<file path="config.mk">
export PLATFORM = sky130hd
export DESIGN_NAME = readout_arbiter
export DESIGN_NICKNAME = d
export VERILOG_FILES = /design/src/rtl/trig_arb_pkg.sv /design/src/rtl/readout_arbiter_rr_pick.sv /design/src/rtl/readout_arbiter.sv
export SDC_FILE = /design/constraint.sdc
export NUM_CORES = 1
export LEC_CHECK = 0
export ABC_AREA = 1
export BUFFER_PORTS_ARGS = -buffer_cell sky130_fd_sc_hd__buf_2
export CELL_PAD_IN_SITES_DETAIL_PLACEMENT = 2
export CELL_PAD_IN_SITES_GLOBAL_PLACEMENT = 2
export CORE_UTILIZATION = 20
export CTS_CLUSTER_DIAMETER = 150
export CTS_CLUSTER_SIZE = 14
export DETAILED_ROUTE_END_ITERATION = 12
export GPL_ROUTABILITY_DRIVEN = 1
export PLACE_DENSITY = 0.88
export SLEW_MARGIN = 20
export SYNTH_ARGS = -nofsm -noshare
export SYNTH_HDL_FRONTEND = slang
export SYNTH_SLANG_ARGS = --single-unit
</file>
<file path="constraint.sdc">
create_clock -name clk -period 1.9 [get_ports clk]
set_input_delay 0.38 -clock clk [delete_from_list [all_inputs] [get_ports clk]]
set_output_delay 0.38 -clock clk [all_outputs]
set_load 0.01 [all_outputs]
</file>
<file path="src/rtl/trig_arb_pkg.sv">
// Shared types and default sizing for the timestamp readout arbiter.
// Holds the FSM state encoding used by readout_arbiter.
package trig_arb_pkg;

    localparam int ARB_NUM_CH     = 4;
    localparam int ARB_WORD_WIDTH = 24;

    typedef enum logic [0:0] {
        ARB_IDLE    = 1'b0,
        ARB_PRESENT = 1'b1
    } arb_state_t;

endpackage

</file>
<file path="src/rtl/readout_arbiter_rr_pick.sv">
// Round-robin picker: first requesting channel strictly after 'last', wrapping.
// Latency: combinational. Backpressure: none, pure function of req/last.
module rr_pick #(
    parameter int NUM_CH   = 4,
    parameter int ID_WIDTH = $clog2(NUM_CH)
) (
    input  logic [NUM_CH-1:0]   req,
    input  logic [ID_WIDTH-1:0] last,
    output logic                any,
    output logic [ID_WIDTH-1:0] grant
);

    logic [ID_WIDTH-1:0] idx;

    always_comb begin
        any   = 1'b0;
        grant = '0;
        idx   = '0;
        // Search order last+1 .. last+NUM_CH, so 'last' itself is checked last.
        for (int k = 1; k <= NUM_CH; k++) begin
            idx = ID_WIDTH'((int'(last) + k) % NUM_CH);
            if (!any && req[idx]) begin
                any   = 1'b1;
                grant = idx;
            end
        end
    end

endmodule

</file>
<file path="src/rtl/readout_arbiter.sv">
// Purpose: round-robin arbiter feeding one held timestamp word to a shared shifter;
// latency: ch_valid seen in IDLE -> out_valid next cycle; backpressure: word held until out_fetched.
// Option ARB_CH_TAG_EN prepends the granted channel id to out_word.
module readout_arbiter
    import trig_arb_pkg::*;
#(
    parameter int NUM_CH     = ARB_NUM_CH,
    parameter int WORD_WIDTH = ARB_WORD_WIDTH,
    parameter int ID_WIDTH   = $clog2(NUM_CH)
`ifdef ARB_CH_TAG_EN
    , localparam int OUT_W   = ID_WIDTH + WORD_WIDTH
`else
    , localparam int OUT_W   = WORD_WIDTH
`endif
) (
    input  logic                         clk,
    input  logic                         rst_n,
    input  logic [NUM_CH-1:0]            ch_valid,
    input  logic [NUM_CH*WORD_WIDTH-1:0] ch_data,
    output logic [NUM_CH-1:0]            ch_pop,
    output logic                         out_valid,
    output logic [OUT_W-1:0]             out_word,
    input  logic                         out_fetched
);

    arb_state_t            state;
    logic [WORD_WIDTH-1:0] hold_word;
    logic [ID_WIDTH-1:0]   last_grant;
    logic                  pick_any;
    logic [ID_WIDTH-1:0]   pick_grant;
    logic [WORD_WIDTH-1:0] ch_word [NUM_CH];

`ifdef ARB_CH_TAG_EN
    logic [ID_WIDTH-1:0]   hold_id;
`endif

    for (genvar i = 0; i < NUM_CH; i++) begin : g_unpack
        assign ch_word[i] = ch_data[i*WORD_WIDTH +: WORD_WIDTH];
    end

    rr_pick #(
        .NUM_CH   (NUM_CH),
        .ID_WIDTH (ID_WIDTH)
    ) u_rr_pick (
        .req   (ch_valid),
        .last  (last_grant),
        .any   (pick_any),
        .grant (pick_grant)
    );

    // Arbitration only happens from IDLE, which always lasts at least one cycle,
    // so a just-popped queue has updated its ch_valid before it competes again.
    always_ff @(posedge clk) begin
        if (!rst_n) begin
            state      <= ARB_IDLE;
            ch_pop     <= '0;
            hold_word  <= '0;
            last_grant <= ID_WIDTH'(NUM_CH - 1);
`ifdef ARB_CH_TAG_EN
            hold_id    <= '0;
`endif
        end else begin
            case (state)
                ARB_IDLE: begin
                    ch_pop <= '0;
                    if (pick_any) begin
                        hold_word  <= ch_word[pick_grant];
                        last_grant <= pick_grant;
                        ch_pop     <= NUM_CH'(1) << pick_grant;
                        state      <= ARB_PRESENT;
`ifdef ARB_CH_TAG_EN
                        hold_id    <= pick_grant;
`endif
                    end
                end
                ARB_PRESENT: begin
                    ch_pop <= '0;
                    if (out_fetched) begin
                        state <= ARB_IDLE;
                    end
                end
                default: begin
                    ch_pop <= '0;
                    state  <= ARB_IDLE;
                end
            endcase
        end
    end

    assign out_valid = (state == ARB_PRESENT);

`ifdef ARB_CH_TAG_EN
    assign out_word = {hold_id, hold_word};
`else
    assign out_word = hold_word;
`endif

endmodule

</file>
# ---- After elaboration in Yosys (flattened, before gate mapping)
# Index checks and enable logic that the tools add are counted.
dict set report totals {
  regBits 31
  inputBits 103
  out_inout_bits 29
}
dict set report op_classes {
  addsub 4
  magnitude_cmp 5
  shifts 1
  muxes 24
  bitwise 2
  reduce_logical 7
}
# op n
set op_table {}
lappend op_table {{binary-select mux 24 bit (select 2 bit)} 1}
lappend op_table {{2-to-1 mux 24 bit} 2}
lappend op_table {{< comparator 2 x 3 -> 1 bit (second input constant)} 4}
lappend op_table {{2-to-1 mux 1 bit} 10}
lappend op_table {{binary-select mux 1 bit (select 2 bit)} 4}
lappend op_table {{2-to-1 mux 2 bit} 4}
lappend op_table {{case mux 4 bit (2 select lines)} 1}
lappend op_table {{adder 2 x 1 -> 2 bit (second input constant)} 2}
lappend op_table {{adder 2 bit (second input constant)} 2}
lappend op_table {{2-to-1 mux 4 bit} 1}
lappend op_table {{<< shifter 1 x 2 -> 4 bit (first input constant)} 1}
lappend op_table {{>= comparator 3 bit (second input constant)} 1}
lappend op_table {{logical AND 1 bit} 3}
lappend op_table {{logical NOT 1 bit} 3}
lappend op_table {{NOT 2 -> 3 bit} 1}
lappend op_table {{case mux 1 bit (2 select lines)} 1}
lappend op_table {{AND reduction 2 bit} 1}
lappend op_table {{NOT 1 bit} 1}

# ---- Logic depth before layout (Yosys ltp)
dict set report logic_depth {
  word_depth 17
  depth_mapped 16
}

# ---- Cells and area by module
# Synthesis repeated with hierarchy kept, for this count alone.
dict set report hier_totals {
  cells_unflattened 334
  hier_area_um2 2021.9
}
# module n_inst cells_each area_each_um2 seq_area_each_um2
set modules_own_cells {}
lappend modules_own_cells {readout_arbiter 1 285 1731.7 620.6}
lappend modules_own_cells {rr_pick 1 49 290.3 0.0}

# ---- Least setup slack after synthesis
# OpenSTA, ideal clock, no wires.
dict set report synth_timing {
  kind {reg2reg}
  from {reg last_grant[0]}
  to {reg hold_word[23] (netlist: out_word[23])}
  setup_ps 119
  t_arrival_ps 1600
  t_required_ps 1781
  setup_slack_ps 181
  stages_incl_launch_ff 14
  path_buffers 2
  synth_period_minus_slack_ps 1719
  cell_sequence {dfxtp_1 -> buf_6 -> inv_4 -> nand2_2 -> nand2_1 -> nand2_1 -> nand2_1 -> nor2_4 -> nand2_1 -> a21oi_4 -> nor2_8 -> buf_6 -> nand2_1 -> nand3_1}
}
dict set report synth_via {
  elab_chain_len 17
}
# element line_no
set synth_rtl {}
lappend synth_rtl {{start, declared} readout_arbiter.sv:28} ;# logic [ID_WIDTH-1:0] last_grant;
lappend synth_rtl {{start signal, assigned} readout_arbiter.sv:58} ;# last_grant <= ID_WIDTH'(NUM_CH - 1);
lappend synth_rtl {{start signal, assigned} readout_arbiter.sv:68} ;# last_grant <= pick_grant;
lappend synth_rtl {{adder 2 x 1 -> 2 bit} readout_arbiter_rr_pick.sv:21} ;# idx = ID_WIDTH'((int'(last) + k) % NUM_CH);
lappend synth_rtl {{binary-select mux 1 bit (select 2 bit)} readout_arbiter_rr_pick.sv:22} ;# if (!any && req[idx]) begin
lappend synth_rtl {{2-to-1 mux 1 bit (not written as such)} readout_arbiter_rr_pick.sv:22}
lappend synth_rtl {{2-to-1 mux 1 bit} readout_arbiter_rr_pick.sv:22}
lappend synth_rtl {{logical NOT 1 bit} readout_arbiter_rr_pick.sv:22}
lappend synth_rtl {{logical AND 1 bit} readout_arbiter_rr_pick.sv:22}
lappend synth_rtl {{2-to-1 mux 1 bit} readout_arbiter_rr_pick.sv:22}
lappend synth_rtl {{logical NOT 1 bit} readout_arbiter_rr_pick.sv:22}
lappend synth_rtl {{logical AND 1 bit} readout_arbiter_rr_pick.sv:22}
lappend synth_rtl {{2-to-1 mux 1 bit} readout_arbiter_rr_pick.sv:22}
lappend synth_rtl {{logical NOT 1 bit} readout_arbiter_rr_pick.sv:22}
lappend synth_rtl {{logical AND 1 bit} readout_arbiter_rr_pick.sv:22}
lappend synth_rtl {{2-to-1 mux 2 bit} readout_arbiter_rr_pick.sv:22}
lappend synth_rtl {{NOT 2 -> 3 bit (not written as such)} readout_arbiter.sv:67} ;# hold_word <= ch_word[pick_grant];
lappend synth_rtl {{binary-select mux 24 bit (select 2 bit)} readout_arbiter.sv:67}
lappend synth_rtl {{2-to-1 mux 24 bit (not written as such) (2 in series)} readout_arbiter.sv:67}
lappend synth_rtl {{end signal, assigned} readout_arbiter.sv:67}
lappend synth_rtl {{end, declared} readout_arbiter.sv:27} ;# logic [WORD_WIDTH-1:0] hold_word;
# Several ways; a longest one is shown, not always the timed one. The select of a mux whose other input is x is not followed.
# A chain may end at the register's enable or synchronous reset.

# ---- Worst setup path in the final report
dict set report layout_timing {
  from {reg last_grant[0]}
  to {reg hold_word[6] (netlist: out_word[6])}
}
# The elaborated chain is that of the path after synthesis.

==> results.py <==
metrics = {
    "layout": {
        "syn_to_final_growth_pct": 60.2,
        "final_core_util_pct": 33.2,
        "antenna_cells": 0,
        "final_cell_mix": "nand2_1 (177), buf_2 (131), nand3_1 (44), dfxtp_1 (29), nand2_2 (22)",
        "final_common_cell": "nand2_1",
        "seq_area_um2": 628,
        "fillCellCount": 1295,
        "drive_gt1_share_pct": 44.2,
        "fin_nets": 607,
        "multi_input_area_um2": 1510,
    },
    "sta": {
        "setup_ws_ps": -75.0,
        "timing.final.crit_share_pct": 104,
        "rsz0062_at_grt": "yes",
        "worst_slew_pin_slew_ps": 258,
        "hold_viol_final": 0,
        "fin_skew_ps": 11.4,
        "slew_headroom_pct": 82.8,
        "setup_viol": 15,
        "fmax_mhz": 506,
        "fin_crit_ps": 1980,
        "drv_slew": 0,
    },
    "clock_tree": {
        "cts_tree": "yes",
        "clk_path_buf_depth": 2,
        "cts_sinks": 31,
        "cts-root-buf": "clkbuf_8",
        "hold_buffers": 0,
        "cts_buffers": 5,
        "path_clk_slew_ps": 80,
        "clock_latency_ps": 280,
        "cts-htree-levels": 2,
    },
    "hold_path": {
        "hold_class": "input port to flip-flop",
    },
    "detailed_routing": {
        "wl_per_cell_um": 15.7,
        "dr.pass1.iters": 4,
        "ant_nets": 0,
        "drt_iter0_drc": 83,
        "drc": 0,
        "viasPerCell": 4.57,
        "vias": 2932,
        "wirelength_um": 10100,
    },
    "grt": {
        "antenna_found_initial": 0,
        "grt_pass1_wl_um": 15500,
        "grtUsageMet2_pct": 32.9,
        "gr-usage-all-layers_pct": 17.4,
        "grt_max_degree": 33,
        "grt_pass1_vias": 3214,
        "grt.met3_usage_pct": 3.37,
        "top_usage_layer": "met2",
        "grt_overflow": 0,
        "grtUsageMet1_pct": 19.8,
    },
    "yosys": {
        "synth_nets": 461,
        "netlist_instances": 358,
        "yosysWarnings": 0,
        "synth-seq-area-share_pct": 28.7,
        "synth.cell_area_um2": 2160,
        "avgSynthCellArea_um2": 6.04,
        "yosysUniqueCellTypes": 24,
        "ys_ff_latch": 31,
    },
    "critical_path": {
        "arrival_ps": 2140,
        "startpoint_type": "flip-flop",
        "cp-end-kind": "flip-flop",
        "crit_fanout": 8,
        "worstPathRequired_ps": 2070,
        "critPathKind": "flip-flop to flip-flop",
        "r2r_slack_ps": -80,
    },
    "die": {
        "num_rows": 37,
        "coreArea_um2": 10400,
        "start_util_pct": 20.7,
        "die_x_um": 106,
        "io_pins": 132,
        "die_y_um": 106,
        "dieArea_um2": 11200,
    },
    "flow_run": {
        "drv_cap": 0,
    },
    "power_and_ir_drop": {
        "powerDensity_nw_per_um2": 1890,
        "ir_worst_vdd_uv": 780,
        "total_leakage_power_nw": 1.92,
        "power_mw": 6.53,
    },
    "placed_design": {
        "dpl.hpwl_um": 7400,
        "routabilityCongestion": 0.828,
        "port_buffers": 131,
    },
    "outcome": {
        "failed_checks": "negative setup slack",
        "outcome": "finished, violations left",
    },
}
-- cell families after synthesis --
family / share of synthesized area, %
simple gates: 58.8
buf+inv: 9.84
flops: 28.7
compound gates: 2.66
-- critical path: stages, from the launching register on --
cell,delay [ps]
dfxtp_4,420
inv_8,70
nand2_4,60
nand2_2,70
nand2_2,90
nand2_2,70
nor2_4,210
nand3_4,140
nand2_4,110
nor2_4,40
inv_2,90
buf_12,110
nor2_8,40
buf_12,150
nand2_1,80
nand3_1,80
-- worst paths after layout --
check | depth (start not counted) | start | end
worst min-delay path | 2 | out_fetched | out_valid
worst max register to register | 15 | last_grant[0] | out_word[6]
worst max-delay path | 15 | last_grant[0] | out_word[6]
worst min register to register | 2 | out_word[18] | out_word[18]
-- area by class of cell --
class                   count  area share (%)
clock buffers               6            2.39
clock inverters             2            1.01
inverters                  15            2.13
multi-input cells         295            43.5
flip-flops and latches     31            18.1
well taps                 136            4.92
repair buffers            156            27.9
-- routing by layer --
metal  up-vias  wire length, um
met5         -                0
li1       1434                -
met1      1400             4070
met4         0               85
met3         8              545
met2        90             5370
-- cell usage after synthesis --
| library cell | instances | share of area, % |
|---|---|---|
| a21oi_4 | 1 | 0.75 |
| a22oi_1 | 1 | 0.35 |
| buf_6 | 9 | 4.7 |
| o31ai_1 | 1 | 0.35 |
| inv_4 | 2 | 0.58 |
| nor2_4 | 1 | 0.52 |
| nand4_1 | 18 | 5.2 |
| inv_1 | 8 | 1.4 |
| buf_4 | 3 | 1.0 |
| nand2_4 | 1 | 0.52 |
| o21ai_0 | 1 | 0.23 |
| clkbuf_1 | 2 | 0.35 |
| o21ai_1 | 1 | 0.23 |
| buf_2 | 4 | 0.93 |
| nand3_2 | 2 | 0.93 |
| nor2_1 | 6 | 1.0 |
| nand3_1 | 48 | 11 |
| nand2_1 | 205 | 36 |
| nand3_4 | 1 | 0.81 |
| nor2_8 | 2 | 1.9 |
| dfxtp_1 | 31 | 29 |
| inv_2 | 5 | 0.87 |
| o21ai_4 | 1 | 0.75 |
| nand2_2 | 4 | 1.2 |
-- report_power, final --
part           leakage (nW)  switching, mW  internal (mW)
clock                0.0612          0.275          0.425
combinational          1.61           2.95           1.85
sequential            0.256          0.141          0.886
-- timing repair --
action                                  in CTS  in global routing
endpoints found under the setup margin      30                 29
gates resized for setup                     10                 51
gates cloned                                 1                  1
pin swaps                                    4                 19
buffers inserted                             4                  6
endpoints found under the hold margin        0                  0
-- metrics by stage --
stage | hold WS (ps) | setup WS [ps] | cells | cell area (um^2) | setup TNS, ps
finish | 312 | -75.0 | 641 | 3460 | -312
global route | 304 | -178 | 641 | 3460 | -2840
CTS | 303 | 4.32 | 634 | 3230 | 0
detailed placement | 444 | -179 | 621 | 3020 | -3710
global placement | 432 | -7.03 | 621 | 3020 | -18.3
floorplan | 472 | 181 | 358 | 2160 | 0
-- sequential cells by signal, indices dropped and copies added, names as in the netlist --
signal / count
last_grant: 2
ch_pop: 4
out_valid: 1
out_word: 24
Note: power is estimated with default switching activity, not from simulation.
